### src/rtl/fifo_memory_param.sv
// Parametrised single-clock FIFO with occupancy count, programmable
// almost-full/almost-empty thresholds and sticky overflow/underflow flags.
module fifo_memory_param #(
    parameter int DATA_WIDTH = 8,
    parameter int DEPTH      = 16,
    parameter int AF_LEVEL   = DEPTH - 2,
    parameter int AE_LEVEL   = 2
) (
    input  logic                    clk,
    input  logic                    reset,
    input  logic                    write_enable,
    input  logic                    read_enable,
    input  logic [DATA_WIDTH-1:0]   data_in,
    output logic [DATA_WIDTH-1:0]   data_out,
    output logic                    full,
    output logic                    empty,
    output logic                    almost_full,
    output logic                    almost_empty,
    output logic [$clog2(DEPTH):0]  count,
    output logic                    overflow,
    output logic                    underflow
);
    localparam int ADDR_W = $clog2(DEPTH);
    localparam int CW     = ADDR_W + 1;
    localparam logic [CW-1:0] DEPTH_C = CW'(DEPTH);
    localparam logic [CW-1:0] AF_C    = CW'(AF_LEVEL);
    localparam logic [CW-1:0] AE_C    = CW'(AE_LEVEL);

    logic [DATA_WIDTH-1:0] mem [DEPTH];
    logic [ADDR_W-1:0]     wr_ptr_q, wr_ptr_d;
    logic [ADDR_W-1:0]     rd_ptr_q, rd_ptr_d;
    logic [CW-1:0]         count_q, count_d;
    logic [DATA_WIDTH-1:0] dout_q;
    logic                  ovf_q, ovf_d;
    logic                  udf_q, udf_d;
    logic                  rd_acc, wr_acc;

    // A write into a full FIFO is still accepted when a read frees a slot in the same cycle.
    assign rd_acc = read_enable && !empty;
    assign wr_acc = write_enable && (!full || rd_acc);

    always_comb begin
        wr_ptr_d = wr_ptr_q;
        rd_ptr_d = rd_ptr_q;
        count_d  = count_q;
        ovf_d    = ovf_q;
        udf_d    = udf_q;
        if (wr_acc) wr_ptr_d = wr_ptr_q + 1'b1;
        if (rd_acc) rd_ptr_d = rd_ptr_q + 1'b1;
        if (wr_acc && !rd_acc)      count_d = count_q + 1'b1;
        else if (rd_acc && !wr_acc) count_d = count_q - 1'b1;
        if (write_enable && full && !rd_acc) ovf_d = 1'b1;
        if (read_enable && empty)            udf_d = 1'b1;
    end

    always_ff @(posedge clk) begin
        if (reset) begin
            wr_ptr_q <= '0;
            rd_ptr_q <= '0;
            count_q  <= '0;
            dout_q   <= '0;
            ovf_q    <= 1'b0;
            udf_q    <= 1'b0;
        end else begin
            wr_ptr_q <= wr_ptr_d;
            rd_ptr_q <= rd_ptr_d;
            count_q  <= count_d;
            ovf_q    <= ovf_d;
            udf_q    <= udf_d;
            if (rd_acc) dout_q <= mem[rd_ptr_q];
        end
    end

    // Storage is left uncleared by reset so it maps onto RAM primitives.
    always_ff @(posedge clk) begin
        if (wr_acc && !reset) mem[wr_ptr_q] <= data_in;
    end

    assign data_out     = dout_q;
    assign count        = count_q;
    assign full         = (count_q == DEPTH_C);
    assign empty        = (count_q == '0);
    assign almost_full  = (count_q >= AF_C);
    assign almost_empty = (count_q <= AE_C);
    assign overflow     = ovf_q;
    assign underflow    = udf_q;
endmodule
### config.mk
export PLATFORM = sky130hd
export DESIGN_NAME = fifo_memory_param
export DESIGN_NICKNAME = d
export VERILOG_FILES = /design/src/rtl/fifo_memory_param.sv
export SDC_FILE = /design/constraint.sdc
export NUM_CORES = 1
export LEC_CHECK = 0
export CAP_MARGIN = 10
export CORE_UTILIZATION = 35
export CTS_BUF_LIST = sky130_fd_sc_hd__clkbuf_8
export DETAILED_ROUTE_END_ITERATION = 10
export DONT_BUFFER_PORTS = 1
export SLEW_MARGIN = 10
export SYNTH_ARGS = -nofsm -noshare
export SYNTH_HDL_FRONTEND = slang
export SYNTH_SLANG_ARGS = --single-unit
### constraint.sdc
create_clock -name clk -period 4.05 [get_ports clk]
set_clock_uncertainty 0.1 [all_clocks]
set_input_delay 0.2025 -clock clk [delete_from_list [all_inputs] [get_ports clk]]
set_output_delay 0.2025 -clock clk [all_outputs]
set_load 0.02 [all_outputs]
Word level (Yosys, flattened, before mapping). Memory sizes are Yosys's and may differ from the RTL's. A register that Yosys moved wholly into a read port is not among the register bits. Cells that the tools add are included. Widths: inputs -> output; s select.

Eq/ne operators: 1. $add $sub $neg: 4. Order comparisons: 2. Reduce and logical (&&, ||, !) cells: 16. Multiplexer cells: 4.

Operator list (count): $mux 5 (2); $add 4x1->4 const B (2); $logic_and 1x1->1 (8); $add 5x1->5 const B (1); $eq 5x5->1 const B (1); $ge 5x4->1 const B (1); $le 5x2->1 const B (1); $logic_not 1->1 (5); $logic_not 5->1 (1); $sub 5x1->5 const B (1); $mux 1 (2); $reduce_bool 2->1 (1); $logic_or 1x1->1 (1).

Register bits: 15. Memories: 1. Bits in writable memories: 128. Output and inout port bits: 19. Word-level logic and storage cells: 33.

Memory list: mem (depth 16, bits a word 8, rd ports 1, clocked after memory_dff 1, wr ports 1, line 29) `logic [DATA_WIDTH-1:0] mem [DEPTH];`.

Longest topological paths before layout. Gate-level depths: netlist of run 1.

Depth after elaboration: 9. Depth in mapped cells: 11. Gate-level depth less buffers: 10.

Least setup slack after synthesis of run 1. Ideal clock, no wire load.

Path kind: register to register. Start: register count_q[0] (netlist: count[0]). End: register count_q[4] (netlist: count[4]). Arrival: 2901 ps. Buffers on the path: 1. Library setup time: 121 ps. Cell stages (with the launch flop): 12. Slack: 928 ps. Cell sequence: dfxtp_1 > or4_1 > buf_6 > o21a_4 > clkinv_4 > ha_1 > inv_1 > fa_1 > a21o_1 > a21oi_1 > mux2i_1 > mux2_2.

Cells in the longest elaborated chain, start to end: 8.

Ends and longest elaborated chain: start, declared (line 32) `logic [CW-1:0] count_q, count_d;`; start signal, assigned (line 67) `count_q <= count_d;`; branches (longest 8 deep; another with $sub 5x1->5).

Parallel ways; which one is timed is not known. The select of a mux whose other input is x is not followed. A chain may end at the register's enable or synchronous reset.

Final worst setup path of run 1. Ends and elaborated chain as after synthesis.

==> results by group, run 1 <==
Outcome
  – Status: complete, no violations

Synthesis
  – Syn Area/Cell: 16.4 µm²
  – #FFs+latches synth: 151
  – Post-synth top area share: 63.5%
  – Register area share after synthesis: 71.1%
  – Largest area contributor in the netlist: edfxtp_1
  – Syn Nets: 391
  – Cell variety after synth: 38
  – Mapped Cells: 369
  – Main area contributors after synthesis: edfxtp_1 (63%), dfxtp_1 (7.6%), mux4_2 (6.0%), mux2i_1 (5.8%), nor2_1 (2.8%)
  – Cell Area, Synth: 0.00605 mm²
  – Synth warn: 0

Clock tree
  – Root Buffer: clkbuf_8
  – H-tree levels: 4
  – CTS tree: done
  – CTS buffer count: 17
  – Latest clock arrival within the worst-skew pair: 450 ps
  – Post-CTS repair timing setup buffer count: 0
  – Clock transition at path regs: 80 ps
  – Cells resized by post-CTS repair: 0
  – Clock sinks: 151
  – Clock buffer depth: 2

Global route
  – GRT Overall Usage: 15.2%
  – Grt total ovfl: 0
  – Vias in the first global route: 3175
  – Initial antenna violation count: 2
  – Largest net degree at the start of global routing: 34
  – First-pass GRT wire length: 19300 µm

STA
  – Final setup vio count: 0
  – Final Worst Setup Slack: 556 ps
  – Setup TNS: 0 ps
  – RSZ-0062 raised after global routing: false
  – FMAX: 286 MHz
  – Final period utilization: 86.3%
  – Slew Viols, Final: 0
  – Minimum clock period: 3490 ps
  – Slew Limit Headroom: 28.7%
  – Tightest Pin Transition: 1070 ps
  – Final Hold Fails: 0

Floorplanning
  – # rows: 47
  – Core Area: 0.0168 mm²
  – Initial core utilization: 36.1%
  – Chip width: 134 µm
  – I/O pin total: 31
  – Chip height: 134 µm
  – Full die area: 0.0178 mm²

Setup path
  – Crit path capture type: register
  – Worst-path fanout max: 11
  – Crit path required time: 4290 ps
  – Critical path arrival: 3740 ps
  – Critical Path Source Type: register
  – CP Class: register to register

Power
  – Worst VDD drop: 0.381 mV
  – Power density cells: 579 mW/mm²
  – Leakage: 2.14 nW

Cells and area
  – Fin nets: 406
  – Design area: 0.00682 mm²
  – Area grow syn2layout: 12.6%
  – Share of cells above drive strength 1: 14.4%
  – Final Instance Count excl. Fillers: 618

Routing
  – WL/cell: 20.3 µm
  – DRT antenna net count: 0
  – Drt first pass iters: 6
  – Total wire length: 12500 µm
  – DRT iter0 DRCs: 337
  – Vias/cell: 5.15
  – Drt drc: 0
  – Via Count: 3181

Placed design
  – IO buf count: 0
  – Placed cells: 573
  – Post-Place Worst Slack: 566 ps
  – Placer congestion estimate: 0.808
  – HPWL reported at the end of detailed placement: 7760 µm
  – Dpl cell area: 0.00624 mm²

Flow run
  – Max Cap Viol: 0

Min path
  – Worst min path class: input pin to register
layout make-up:
class / count / area [µm²]
multi-input cells: 194 / 1610
fillers: 1530 / 9940
clock inverters: 15 / 225
diodes: 1 / 2.50
repair buffers: 15 / 143
well taps: 220 / 275
flip-flops and latches: 151 / 4310
inverters: 5 / 23.8
clock buffers: 17 / 234
kinds of logic (layout without fill, tap and decap cells):
| kind of cell | after synthesis | count (layout) | synth area share (%) |
|---|---|---|---|
| and+or+nand+nor | 83 | 83 | 6.39 |
| AOI/OAI and AO/OA | 40 | 40 | 4.77 |
| other | 0 | 1 | 0 |
| muxes | 52 | 52 | 11.9 |
| adders and majority gates | 10 | 10 | 2.19 |
| DFF | 151 | 151 | 71.1 |
| buffers and inverters | 24 | 52 | 2.34 |
| xor gates and xnor gates | 9 | 9 | 1.30 |
state kept, by name, indices dropped and copies added, names as in the netlist:
| name | cells |
|---|---|
| mem | 128 |
| data_out | 8 |
| count | 5 |
| rd_ptr_q | 4 |
| wr_ptr_q | 4 |
| overflow | 1 |
| underflow | 1 |
final timing paths:
kind	startpoint	slack, ps	cells after the start	endpoint
max reg2reg	count[0]$_SDFFE_PP0P_	560	10	count[4]$_SDFFE_PP0P_
min	write_enable	60	3	wr_ptr_q[0]$_SDFFE_PP0N_
max	count[0]$_SDFFE_PP0P_	560	10	count[4]$_SDFFE_PP0P_
min reg2reg	wr_ptr_q[1]$_SDFFE_PP0N_	470	2	wr_ptr_q[1]$_SDFFE_PP0N_
synth_stat cells (all sizes together):
cell type and number:
edfxtp 128, nor2 45, mux2i 35, dfxtp 23, buf 16, mux4 16
o22ai 16, ha 9, a22o 8, nor3 8, nor4 8, nand2 7
a21oi 6, xor2 6, inv 4, o211ai 4, clkbuf 3, nand3b 3
xnor2 3, a21o 2, and3 2, nand3 2, nor2b 2, o21a 2
or3 2, or3b 2, a2111oi 1, clkinv 1, fa 1, mux2 1
nand2b 1, o31ai 1, or4 1
routing by layer:
layer | vias to the layer above | GRT usage, % | share of wire [%] | routed length, µm
met3 | 16 | 4.83 | 6.0 | 750
met2 | 78 | 23.6 | 48 | 6030
met4 | 2 | 5.11 | 1.3 | 159
met1 | 1622 | 20.3 | 45 | 5600
li1 | 1463 | - | - | -
met5 | - | 0 | 0.13 | 16
metrics by stage:
step | utilization [%] | power [W] | hold slack [ps]
2_1_floorplan | - | 0.00250 | 201
3_3_place_gp | 37.2 | 0.00263 | 174
3_5_place_dp | 37.2 | 0.00263 | 172
4_1_cts | 40.7 | 0.00397 | 33.0
5_1_grt | 40.7 | 0.00412 | 60.0
6_report | 40.7 | 0.00395 | 60.2
worst max-delay path, stage by stage (launching register included):
cell and delay (ps):
dfxtp_1 450, or4_1 760, o21a_4 340, clkinv_4 110, ha_1 170, inv_1 100
fa_1 420, a21o_1 200, a21oi_1 170, mux2i_1 220, mux2_2 340
layout by cell type (no fill, tap or decap), types with 9 or more instances in the layout:
cell / n
clkbuf_8: 17
dfxtp_1: 22
dlygate4sd3_1: 12
edfxtp_1: 128
ha_1: 9
mux2i_1: 35
mux4_2: 16
nor2_1: 45
o22ai_1: 16
report_power, final:
group	internal, W	total (W)	switching (W)
registers	0.00176	0.00196	0.000192
clock network	0.000737	0.00131	0.000575
logic	0.000303	0.000677	0.000374
total	0.00280	0.00395	0.00114
timing repair:
item / 4_1_cts / 5_1_grt
setup endpoints to repair: 0 / 0
hold endpoints to repair: 151 / 0
hold buffers: 12 / 0
No activity file was read; power rests on OpenSTA's default activity.
==> run 2: changes to the inputs <==
- RECOVER_POWER: not set -> 100
==> run 2 against run 1 <==
  * The flow now finishes with violations (capacitance limit, slew limit)
  * Clock power is essentially flat
  * Wire length is 0.24% higher
  * Utilization fell by 0.060 points
  * Sequential share of layout area rose by 0.074 points
  * Total power is 0.10% lower
  * Via count hardly changed
  * Sequential power about the same
  * Combinational power about the same
  * Global-route usage did not move
  * Clock-buffer cell count stayed put
  * Flip-flop and latch count unchanged
  * Non-clock buffer count did not move
  * Highest routed layer unchanged
==> results by group, run 2 (same netlist as run 1, synthesis figures left out) <==
STA
  – Setup TNS: 0 ps (unchanged)
  – Slew Limit Headroom: -24.2% (-53 points)
  – Final period utilization: 86.0% (-0.25 points)
  – Final Worst Setup Slack: 567 ps (+10.3 ps)
  – Tightest Pin Transition: 1860 ps (+794 ps)
  – RSZ-0062 raised after global routing: false
  – Final setup vio count: 0 (unchanged)
  – Minimum clock period: 3480 ps (-10.3 ps)
  – Final Hold Fails: 0 (unchanged)
  – Slew Viols, Final: 35 (+35)
  – FMAX: 287 MHz (+0.30%)

Floorplanning
  – # rows: 47 (unchanged)
  – I/O pin total: 31 (unchanged)
  – Initial core utilization: 36.1% (unchanged)
  – Chip height: 134 µm (unchanged)
  – Chip width: 134 µm (unchanged)
  – Full die area: 0.0178 mm² (unchanged)
  – Core Area: 0.0168 mm² (unchanged)

Cells and area
  – Fillcell total: 1532 (+0.13%)
  – Number of flip-flops in the largest register: 128 (unchanged)
  – Share of cells above drive strength 1: 13.9% (-0.50 points)
  – Area grow syn2layout: 12.5%
  – Util after Layout: 40.6% (-0.060 points)
  – Most common cell after layout, fill and taps aside: edfxtp_1
  – Most frequent cells in the layout: edfxtp_1 (128), nor2_1 (45), mux2i_1 (35)
  – Final Instance Count excl. Fillers: 618 (unchanged)
  – Biggest register: mem
  – Fin nets: 406 (unchanged)

Outcome
  – Failing checks: capacitance limit, slew limit
  – Status: finished, violations left

Global route
  – Initial antenna violation count: 2 (unchanged)
  – Vias in the first global route: 3175 (unchanged)
  – Grt total ovfl: 0 (unchanged)
  – GRT Overall Usage: 15.2% (unchanged)
  – First-pass GRT wire length: 19300 µm (unchanged)
  – Largest net degree at the start of global routing: 34 (unchanged)

Power
  – Leakage: 2.14 nW (-0.21%)
  – Worst VDD drop: 0.382 mV (+0.19%)
  – Power density cells: 579 mW/mm² (about the same)

Routing
  – WL/cell: 20.4 µm (+0.24%)
  – DRT iter0 DRCs: 316 (-6.2%)
  – Via Count: 3183 (+0.063%)
  – Vias/cell: 5.15 (about the same)
  – Drt first pass iters: 4 (-2)
  – DRT antenna net count: 0 (unchanged)
  – Total wire length: 12600 µm (+0.24%)
  – Drt drc: 0 (unchanged)

Clock tree
  – Root Buffer: clkbuf_8
  – Cells resized by post-CTS repair: 0 (unchanged)
  – CTS buffer count: 17 (unchanged)
  – Clock transition at path regs: 80 ps (about the same)
  – Clock buffer depth: 2 (unchanged)
  – Latest clock arrival within the worst-skew pair: 450 ps (about the same)
  – Clock sinks: 151 (unchanged)
  – H-tree levels: 4 (unchanged)
  – CTS tree: done

Placed design
  – Placed cells: 573 (unchanged)
  – Placer congestion estimate: 0.808 (unchanged)
  – HPWL reported at the end of detailed placement: 7760 µm (unchanged)
  – Post-Place Worst Slack: 566 ps (unchanged)
  – IO buf count: 0 (unchanged)

Setup path
  – Crit path required time: 4290 ps (about the same)
  – Worst-path fanout max: 11 (unchanged)
  – Critical path arrival: 3730 ps (about the same)
  – Critical Path Start: count[0]$_SDFFE_PP0P_
  – Crit path capture type: register
  – Critical Path Source Type: register
  – CP Class: register to register
  – R2R Path Start: count[0]$_SDFFE_PP0P_
  – FF-to-FF setup slack: 570 ps (about the same)

Flow run
  – Max Cap Viol: 2 (+2)

Min path
  – Min-delay src: write_enable
  – Worst min path class: input pin to register
run 2: layout make-up:
cell class	instances	area (µm²)	share of cell area (%)
diodes	1	2.50	0.0368
clock buffers	17	234	3.44
clock inverters	15	225	3.31
inverters	5	23.8	0.349
multi-input cells	194	1600	23.6
flip-flops and latches	151	4300	63.2
well taps	220	275	4.04
repair buffers	15	140	2.06
run 2: worst paths after layout:
| path | end | cells past startpoint |
|---|---|---|
| hold reg to reg | wr_ptr_q[1]$_SDFFE_PP0N_ | 2 |
| setup / recovery | count[4]$_SDFFE_PP0P_ | 10 |
| setup reg to reg | count[4]$_SDFFE_PP0P_ | 10 |
| hold / removal | wr_ptr_q[0]$_SDFFE_PP0N_ | 3 |
run 2: metal layers:
metal  wire length, µm  global-route usage, %
met5                16                      0
met4               150                   5.11
met3               782                   4.83
met2              6040                   23.6
met1              5590                   20.3
run 2: timing repair:
| item | 4_1_cts | 5_1_grt |
|---|---|---|
| setup endpoints to repair | 0 | 0 |
| hold buffers | 12 | 0 |
| buffers inserted | 0 | 0 |
| hold endpoints to repair | 151 | 0 |
run 2: per-stage QoR:
step                      total power, W  instance area [µm²]  hold slack (ps)
after detailed placement         0.00263                 6240              172
final                            0.00394                 6810             59.8
after floorplan                  0.00250                 6050              201
after global placement           0.00263                 6240              174
after CTS                        0.00397                 6820             33.0
after global routing             0.00412                 6810             60.0
run 2: where the power goes:
| group | switching (W) | leakage [nW] | total [W] | internal [W] |
|---|---|---|---|---|
| Combinational | 0.000373 | 0.576 | 0.000675 | 0.000302 |
| Clock | 0.000576 | 0.221 | 0.00131 | 0.000737 |
| Sequential | 0.000189 | 1.34 | 0.00195 | 0.00176 |
| Total | 0.00114 | 2.14 | 0.00394 | 0.00280 |
run 2: worst max-delay path, stage by stage, from the launching register on:
cell	delay, ps
dfxtp_1	450
or4_1	750
o21a_4	340
clkinv_4	110
ha_1	170
inv_1	110
fa_1	420
a21o_1	200
a21oi_1	170
mux2i_1	220
mux2_2	340
